File: src/rtl/l1a_lct_matcher_pkg.sv
// Shared definitions for the L1A/LCT matcher: FSM encoding, defaults,
// the voted control bundle and small helpers.
package l1a_lct_matcher_pkg;

    localparam int WIN_DEF    = 3;
    localparam int MAXLAT_DEF = 64;
    localparam int CNT_W      = 8;

    localparam logic [0:0] ST_IDLE = 1'b0;
    localparam logic [0:0] ST_OPEN = 1'b1;

    typedef struct packed {
        logic [0:0]       state;
        logic [2:0]       wcnt;
        logic [CNT_W-1:0] miss;
    } ctl_t;

    function automatic ctl_t vote3(input ctl_t a, input ctl_t b, input ctl_t c);
        return (a & b) | (a & c) | (b & c);
    endfunction

    function automatic logic [CNT_W-1:0] sat_inc(input logic [CNT_W-1:0] v);
        return (&v) ? v : v + 1'b1;
    endfunction

endpackage

File: src/rtl/l1a_lct_matcher_if.sv
// Trigger-side bundle: L1A/LCT/latency in, match/push/error/miss out.
interface l1a_lct_matcher_if;
    import l1a_lct_matcher_pkg::*;

    logic             l1a;
    logic [5:0]       lct;
    logic [5:0]       l1latncy;
    logic [4:0]       l1a_match;
    logic             l1acfeb;
    logic             gfpush;
    logic             lcterr;
    logic [CNT_W-1:0] miss_cnt;

    modport master (
        output l1a, lct, l1latncy,
        input  l1a_match, l1acfeb, gfpush, lcterr, miss_cnt
    );

    modport slave (
        input  l1a, lct, l1latncy,
        output l1a_match, l1acfeb, gfpush, lcterr, miss_cnt
    );

endinterface

File: src/rtl/l1a_lct_matcher_delay.sv
// SRL-style LCT delay line with a registered tap select (0 behaves as 1).
module lct_delay_line
    import l1a_lct_matcher_pkg::*;
#(
    parameter int MAXLAT = MAXLAT_DEF
) (
    input  logic       clk,
    input  logic       rst,
    input  logic [5:0] din,
    input  logic [5:0] sel,
    output logic [5:0] dout
);

    logic [5:0] sr [MAXLAT];
    logic [5:0] sel_q;
    logic [5:0] tap;

    always_ff @(posedge clk) begin
        if (rst) begin
            for (int i = 0; i < MAXLAT; i++)
                sr[i] <= '0;
            sel_q <= '0;
        end else begin
            sr[0] <= din;
            for (int i = 1; i < MAXLAT; i++)
                sr[i] <= sr[i-1];
            sel_q <= sel;
        end
    end

    // sr[0] already holds the input register stage, so a tap of N reads sr[N-1]
    assign tap = (sel_q == 6'd0) ? 6'd1 : sel_q;

    always_comb begin
        dout = '0;
        for (int i = 0; i < MAXLAT; i++)
            if (tap == 6'(i + 1))
                dout = sr[i];
    end

endmodule

File: src/rtl/l1a_lct_matcher.sv
// Matches L1 accepts against delayed LCTs inside a short window and
// drives per-CFEB match, CFEB L1A, global FIFO push and error/miss status.
module l1a_lct_matcher
    import l1a_lct_matcher_pkg::*;
#(
    parameter int TMR    = 0,
    parameter int WIN    = WIN_DEF,
    parameter int MAXLAT = MAXLAT_DEF
) (
    input logic              clk,
    input logic              rst,
    l1a_lct_matcher_if.slave bus
);

    localparam logic [2:0] WLOAD    = 3'(WIN - 1);
    localparam bit         ONE_SHOT = (WIN == 1);

    logic [5:0] dlct;
    ctl_t       ctl_v;
    ctl_t       ctl_n;
    logic [4:0] mask_q;
    logic [4:0] mask_n;
    logic [4:0] matched;

    logic [4:0] match_q;
    logic       cfeb_q;
    logic       gfpush_q;
    logic       lcterr_q;

    lct_delay_line #(
        .MAXLAT (MAXLAT)
    ) u_dly (
        .clk  (clk),
        .rst  (rst),
        .din  (bus.lct),
        .sel  (bus.l1latncy),
        .dout (dlct)
    );

    always_comb begin
        ctl_n   = ctl_v;
        mask_n  = mask_q;
        matched = '0;
        case (ctl_v.state)
            ST_IDLE: begin
                if (dlct[0]) begin
                    if (bus.l1a) begin
                        matched = dlct[5:1];
                    end else if (ONE_SHOT) begin
                        ctl_n.miss = sat_inc(ctl_v.miss);
                    end else begin
                        ctl_n.state = ST_OPEN;
                        ctl_n.wcnt  = WLOAD;
                        mask_n      = dlct[5:1];
                    end
                end
            end
            ST_OPEN: begin
                if (bus.l1a) begin
                    matched     = mask_q | (dlct[0] ? dlct[5:1] : 5'd0);
                    ctl_n.state = ST_IDLE;
                end else if (dlct[0]) begin
                    mask_n     = mask_q | dlct[5:1];
                    ctl_n.wcnt = WLOAD;
                end else if (ctl_v.wcnt == 3'd0) begin
                    ctl_n.state = ST_IDLE;
                    ctl_n.miss  = sat_inc(ctl_v.miss);
                end else begin
                    ctl_n.wcnt = ctl_v.wcnt - 3'd1;
                end
            end
        endcase
    end

    // Control state is replicated and voted; each copy reloads from the vote
    if (TMR != 0) begin : g_tmr
        ctl_t ctl_r [3];

        always_ff @(posedge clk) begin
            for (int i = 0; i < 3; i++)
                ctl_r[i] <= rst ? '0 : ctl_n;
        end

        assign ctl_v = vote3(ctl_r[0], ctl_r[1], ctl_r[2]);
    end else begin : g_one
        ctl_t ctl_r;

        always_ff @(posedge clk) begin
            ctl_r <= rst ? '0 : ctl_n;
        end

        assign ctl_v = ctl_r;
    end

    always_ff @(posedge clk) begin
        if (rst) begin
            mask_q   <= '0;
            match_q  <= '0;
            cfeb_q   <= 1'b0;
            gfpush_q <= 1'b0;
            lcterr_q <= 1'b0;
        end else begin
            mask_q   <= mask_n;
            match_q  <= matched;
            cfeb_q   <= |matched;
            gfpush_q <= bus.l1a;
            lcterr_q <= ~dlct[0] & (|dlct[5:1]);
        end
    end

    assign bus.l1a_match = match_q;
    assign bus.l1acfeb   = cfeb_q;
    assign bus.gfpush    = gfpush_q;
    assign bus.lcterr    = lcterr_q;
    assign bus.miss_cnt  = ctl_v.miss;

endmodule
File: src/flat_wrapper.sv
// flat-port wrapper written by rule: the top's interface ports become plain ports
module l1a_lct_matcher_flat import l1a_lct_matcher_pkg::*;
#(
    parameter int TMR    = 0,
    parameter int WIN    = WIN_DEF,
    parameter int MAXLAT = MAXLAT_DEF
)
  (clk, rst, bus_l1a, bus_lct, bus_l1latncy, bus_l1a_match, bus_l1acfeb, bus_gfpush, bus_lcterr, bus_miss_cnt);
  l1a_lct_matcher_if bus_i ();
  input logic clk;
  input logic rst;
  input wire logic [$bits(bus_i.l1a)-1:0] bus_l1a;
  input wire logic [$bits(bus_i.lct)-1:0] bus_lct;
  input wire logic [$bits(bus_i.l1latncy)-1:0] bus_l1latncy;
  output wire logic [$bits(bus_i.l1a_match)-1:0] bus_l1a_match;
  output wire logic [$bits(bus_i.l1acfeb)-1:0] bus_l1acfeb;
  output wire logic [$bits(bus_i.gfpush)-1:0] bus_gfpush;
  output wire logic [$bits(bus_i.lcterr)-1:0] bus_lcterr;
  output wire logic [$bits(bus_i.miss_cnt)-1:0] bus_miss_cnt;
  assign bus_i.l1a = bus_l1a;
  assign bus_i.lct = bus_lct;
  assign bus_i.l1latncy = bus_l1latncy;
  assign bus_l1a_match = bus_i.l1a_match;
  assign bus_l1acfeb = bus_i.l1acfeb;
  assign bus_gfpush = bus_i.gfpush;
  assign bus_lcterr = bus_i.lcterr;
  assign bus_miss_cnt = bus_i.miss_cnt;
  l1a_lct_matcher #(.TMR(TMR), .WIN(WIN), .MAXLAT(MAXLAT)) u_core (.clk(clk), .rst(rst), .bus(bus_i));
endmodule
File: config.mk
export PLATFORM = sky130hd
export DESIGN_NAME = l1a_lct_matcher_flat
export DESIGN_NICKNAME = d
export VERILOG_FILES = /design/src/rtl/l1a_lct_matcher_pkg.sv /design/src/rtl/l1a_lct_matcher_if.sv /design/src/rtl/l1a_lct_matcher_delay.sv /design/src/rtl/l1a_lct_matcher.sv /design/src/flat_wrapper.sv
export SDC_FILE = /design/constraint.sdc
export NUM_CORES = 1
export LEC_CHECK = 0
export CELL_PAD_IN_SITES_DETAIL_PLACEMENT = 0
export CELL_PAD_IN_SITES_GLOBAL_PLACEMENT = 1
export CORE_ASPECT_RATIO = 0.6
export CORE_UTILIZATION = 49
export DETAILED_ROUTE_END_ITERATION = 8
export GPL_ROUTABILITY_DRIVEN = 0
export GPL_TIMING_DRIVEN = 0
export PLACE_DENSITY_LB_ADDON = 0.1
export SYNTH_ARGS = -nofsm -noshare
export SYNTH_HDL_FRONTEND = slang
export SYNTH_SLANG_ARGS = --single-unit
File: constraint.sdc
create_clock -name clk -period 3.39 [get_ports clk]
set_clock_uncertainty 0.05 [all_clocks]
set_input_delay 0.678 -clock clk [delete_from_list [all_inputs] [get_ports clk]]
set_output_delay 0.678 -clock clk [all_outputs]
set_load 0.02 [all_outputs]
==> metrics <==
Seq cells post-synth=409; number of enable flip-flop cells after synthesis=0; P_sw=2.679 mW; wire length per cell=approximately 29 um; number of instances in the synthesized netlist=1737; relative contribution of combinational cells to total power=9.5%; Static Leak=7.325 nW; Seq/Total Area, Yosys=49.07%; Peak supply drop=0.0003172 V; arrival time of data at the critical path endpoint=3800 ps; number of port buffers=29; CTS Buffer Depth=3; crit path capture type=flop; total via count in the routed design=14650; later-pin clock latency in the skew report=approximately 560 ps; gr ovfl total=0; worst-case setup slack after placement=-1331 ps; Rel. slew slack=33.45%; # setup viols final=4; Clk pin slew, worst setup/hold paths=approximately 70 ps; end of the worst register-to-register path=u_core.bus.l1acfeb; area added between synthesis and finish=18.36%; Final period util=101.1%; full die area=about 35000 um2; r2r setup slk=-40 ps; sequential group share of total power=45.8%; clock buffer count from CTS=38; non-filler cells, final=2300; area of all placed cells without fillers=between 15000 and 20000 um2; share of post-route cells with drive strength above 1=15.53%; DRC violations left=0; top library cells by usage in the layout, fill and taps aside=dfxtp_1 (405), nor2b_1 (392), a21oi_1 (83), o21ai_0 (75), nand2_1 (70); YS warnings=0; boundary pin count=31; number of DRC markers in iteration 0=roughly 2500; total wirelength of the detailed-routed design=between 60000 and 70000 um; Crit Path Category=reg2reg; number of antenna violations at the first check in global routing=1; time the final worst path needs with I/O delays and setup=approximately 3400 ps; internal power summed over all cells=7.912 mW; data required time at the worst endpoint=3760 ps; setup repair after global routing missed its margin=true; number of global-route vias before repair=13010; failing checks=setup timing; first-pass iteration count of the detailed router=6; number of sinks driven by the clock tree=409; power after layout=10.59 mW; Core Region=32990 um2; Mapped Nets=1755; HP Class=reg2reg; Final Net Count=1837; slew of the pin with the lowest slew margin=998.2 ps; Hold Path Sink=u_core.u_dly.sr[1][82]; wire length of the first global-routing pass=93450 um; Max Slew Vio Count=0; endpoints failing hold=0; Post-Place Cell Area=approximately 18000 um2; num rows=51; final worst-path setup slack=-38.48 ps; H-tree depth reported by CTS=2; cell count after placement=2216; HPWL reported at the end of detailed placement=46280 um; fraction of synthesis flops using an asynchronous set or reset pin=0%; Vias per Instance=6.368; chip height=~140 um; Cell Area, Synth=16680 um2; horizontal die dimension=240.2 um; Syn Area/Cell=9.605 um2; worst reg-to-reg path cell count=10; cts hold-fix bufs=0; kind of launch point of the worst setup path=flop; CTS root buf=clkbuf_16; Clk network pwr share=44.8%; effective utilization at floorplan=50.57%; GRT Total Usage=between 30% and 40%; worst reg2reg startpoint=u_core.u_dly.sel_q[0]; most common library cell in the layout ignoring fill and taps=dfxtp_1; result of the run=finished, violations left; TritonCTS clock tree=yes; distinct cell type count of the synthesized netlist=92; pin count of the biggest net entering global routing=16; beginning of the worst hold path=u_core.u_dly.sr[1][76]; highest achievable clock rate=291.7 MHz; most instantiated flip-flop cell in the synthesis netlist=dfxtp_1; Routed Antenna Nets=0; power density of the placed cells=roughly 540 nW/um2; Switching Fraction=25.29%; maximum fanout count along the critical path=10; hold path cells=2; max capacitance violation total=0
## state kept, by name (all words and copies together), names as in the netlist
register / flops
u_core.u_dly.sr: 378
u_core.bus.miss_cnt: 8
u_core.u_dly.sel_q: 6
u_core.bus.l1a_match: 5
u_core.mask_q: 5
u_core.ctl_v: 4
u_core.bus.gfpush: 1
u_core.bus.l1acfeb: 1
u_core.bus.lcterr: 1
## layer usage
metal  global-route usage (%)  wire length, um  up-vias
li1                         -                -     6274
met1                    58.66            29050     6935
met2                    43.08            22810     1268
met3                    16.21            11880      169
met4                    11.69             2052        0
met5                        0                0        -
## critical path: stages (launching register included)
cell      delay (ps)
dfxtp_2          390
buf_8            190
buf_6            220
buf_6            270
buf_4            320
o21ai_0          160
a222oi_1         530
o21ai_1          240
a221o_1          470
nor4b_4          300
o22ai_1          120
## power groups by stage
stage,combinational [mW],clock [mW],sequential (mW)
finish,1.00,4.74,4.85
global route,1.01,4.94,4.85
CTS,0.895,4.73,4.85
detailed placement,0.816,0,4.96
global placement,0.816,0,4.96
floorplan,0.454,0,4.96
## metrics by stage
stage               util (%)  TNS (ps)  hold slack (ps)
floorplan                  -         0            360.3
global placement       53.16    -18230            368.6
detailed placement     53.16    -18430            376.6
CTS                    58.85    -101.1            385.5
global route           59.84    -14.79            414.4
finish                 59.86    -65.25            390.0
## cells by family after synthesis
family                   count (synthesis)  synth area share (%)
multiplexers                            73                 5.234
XOR/XNOR                                 7                0.3675
AND/OR/NAND/NOR                        691                 24.99
AO/OA/AOI/OAI                          386                 15.45
adder cells (fa/ha/maj)                  3                0.2250
buffers and inverters                  168                 4.664
flip-flops                             409                 49.07
## worst max path at each step
| stage | to | from | slack, ps | depth (start not counted) |
|---|---|---|---|---|
| after floorplan | u_core.bus.l1acfeb | u_core.u_dly.sel_q[0] | 650 | 12 |
| after global placement | u_core.bus.l1acfeb | u_core.u_dly.sel_q[1] | -1350 | 12 |
| after detailed placement | u_core.bus.l1acfeb | u_core.u_dly.sel_q[1] | -1330 | 12 |
| after CTS | u_core.bus.l1acfeb | u_core.u_dly.sel_q[5] | -70 | 11 |
| after global routing | u_core.bus.l1acfeb | u_core.u_dly.sel_q[1] | -8 | 16 |
| final | u_core.bus.l1acfeb | u_core.u_dly.sel_q[0] | -40 | 10 |
## synthesized netlist by cell type, types with 6 or more instances
library cell    n  area, um2
o31ai_1         8      60.06
o211ai_1       10      75.07
nand2b_1       12      75.07
nor3_1         32      160.2
xnor2_1         7      61.31
a221oi_1       11      96.34
a21oi_1        85      425.4
inv_1          12      45.04
a22oi_1        22      165.2
a211oi_1       13      97.59
a221o_1         7      70.07
nand3_1        40      200.2
mux4_2          9      202.7
and4b_1         6      60.06
clkbuf_1       82      307.8
nand2_1        72      270.3
o221ai_1        9      78.83
nor2_1         57      214.0
dfxtp_1       409       8188
o22ai_1        34      212.7
buf_2          52      260.3
o21ai_0        81      405.4
buf_4          18      135.1
nor4_1          7      43.79
a21o_1          8      60.06
mux2i_1        40      400.4
mux2_2         24      270.3
o32ai_1         7      61.31
a31oi_1        20      125.1
nor2b_1       393       2459
## layout make-up
cell class,count,area (um2)
Sequential cell,409,8193
Antenna cell,2,5.005
Buffer,151,1119
Fill cell,2918,13240
Clock buffer,54,1155
Multi-Input combinational cell,1160,8019
Timing Repair Buffer,46,430.4
Clock inverter,15,206.4
Inverter,13,57.56
Tap cell,450,563.0
## repair_timing
action,CTS,global route
pin swaps,8,12
setup buffers,12,5
gates resized for setup,131,96
setup endpoints to repair,24,23
Note: power is estimated with default switching activity, not from simulation.
==> edit (same flow settings) <==
Change the package constant `MAXLAT_DEF` from 64 to 128.
--- a/src/rtl/l1a_lct_matcher_pkg.sv
+++ b/src/rtl/l1a_lct_matcher_pkg.sv
@@ -5,3 +5,3 @@
     localparam int WIN_DEF    = 3;
-    localparam int MAXLAT_DEF = 64;
+    localparam int MAXLAT_DEF = 128;
     localparam int CNT_W      = 8;
Check against the original RTL: not settled (the Yosys comparison gave no result); the edit may change what the design does.
==> edit against the original RTL <==
The run still ends with setup timing left. Worst setup slack worse by 52 ps. Wire length grew 26%. Total power is 82% higher. Synthesized area rose by 62%. Sequential share of layout area up 8.1 points. Sequential cell count rose by 384. Utilization fell by 0.84 points. Final area rose by 62%.
==> edit: results (changes against the original RTL) <==
| Metric | Value |
|---|---|
| LEAKAGE | 12.0 nW (+64%) |
| Fill cells | 4578 (+57%) |
| Met2 usage | 36.1% (-7.0 points) |
| Met1 usage | 44.9% (-14 points) |
| PostCTS Resize Cnt | 243 (+85%) |
| DRT iter0 DRCs | 2576 (+4.5%) |
| ANT cells | 0 (-2) |
| Max reg flops | 762 (+100%) |
| Final wirelength | 83.0 mm (+26%) |
| Wire per inst | 23.9 µm (-16%) |
| Drt pass-1 iters | 7 (+1) |
| CP arrival | 3990 ps (+190 ps) |
| Top cells by area, synth | dfxtp_1 (59%), nor2b_1 (18%), a21oi_1 (1.9%), clkbuf_1 (1.8%), mux2i_1 (1.7%) |
| Largest net degree at the start of global routing | 19 (+3) |
| Syn_area_per_cell | 10.5 µm² (+9.4%) |
| Synth unique cells | 91 (-1.1%) |
| Layout cells sized above 1 | 13.7% (-1.8 points) |
| Synth cell count leaders | dfxtp_1 (793), nor2b_1 (772), clkbuf_1 (126) |
| Vias in the first global route | 18251 (+40%) |
| WL met1 | 39.1 mm (+35%) |
| Seq/Total Area, Yosys | 58.8% (+9.7 points) |
| Met3 Use GR | 12.3% (-3.9 points) |
| Nets | 2719 (+48%) |
| Inst Count DP | 3314 (+50%) |
| Setup TNS | -305 ps (-240 ps) |
| GRT Total Usage | 29.3% (-8.0 points) |
| H-tree depth | 3 (+1) |
| Status | finished with violations |
| Failing checks | setup timing |
| Syn_nets | 2587 (+47%) |
| Peak supply drop | 0.423 mV (+33%) |
| Slew headroom | 20.6% (-13 points) |
| Metal3 WL | 12.1 mm (+2.0%) |
| Multi-input gate area | 10700 µm² (+33%) |
| Final setup fails | 5 (+1) |
| Clk_lat worst skew | 620 ps (+60 ps) |
| DR WL met2 | 29.4 mm (+29%) |
| Post-DP HPWL | 57.2 mm (+23%) |
| Setup slack after layout | -90.6 ps (-52.1 ps) |
| Highest routing layer actually used | met5 |
| First-pass GRT wire length | 121 mm (+30%) |
edit: critical path, stage by stage, from the launching register on:
cell and delay, ps:
dfxtp_4 390, buf_6 200, buf_6 220, buf_6 230, buf_8 220, buf_8 240
buf_8 240, mux2i_1 120, o22ai_1 290, o21ai_0 220, a32oi_1 250, o211ai_1 290
a41oi_2 270, o21a_1 130
edit: cells by family after synthesis:
| logic type | count (synthesis) | synth area share (%) |
|---|---|---|
| buffers and inverters | 212 | 3.50 |
| multiplexers | 77 | 3.42 |
| AO/OA/AOI/OAI | 405 | 10.1 |
| adder cells (fa/ha/maj) | 3 | 0.139 |
| AND/OR/NAND/NOR | 1078 | 24.0 |
| flip-flops | 793 | 58.8 |
| XOR/XNOR | 1 | 0.0325 |
edit: worst paths after layout:
kind	depth (start not counted)	startpoint	end	slack, ps
setup reg to reg	13	u_core.u_dly.sel_q[1]	u_core.bus.l1acfeb	-90
hold reg to reg	1	u_core.u_dly.sr[0][317]	u_core.u_dly.sr[0][323]	370
hold / removal	1	u_core.u_dly.sr[0][317]	u_core.u_dly.sr[0][323]	370
setup / recovery	13	u_core.u_dly.sel_q[1]	u_core.bus.l1acfeb	-90
edit: final cells by class:
class / count / area share [%]
well taps: 714 / 2.79
multi-input cells: 1564 / 33.4
flip-flops and latches: 793 / 49.6
clock buffers: 91 / 6.23
repair buffers: 61 / 1.70
inverters: 18 / 0.234
clock inverters: 36 / 1.70
plain buffers: 192 / 4.33
edit: stage by stage:
| stage | power, mW | setup slack [ps] |
|---|---|---|
| after floorplan | 10.1 | 366 |
| after global placement | 10.4 | -2040 |
| after detailed placement | 10.4 | -2030 |
| after CTS | 19.2 | -30.2 |
| after global routing | 19.7 | -35.6 |
| final | 19.2 | -90.6 |
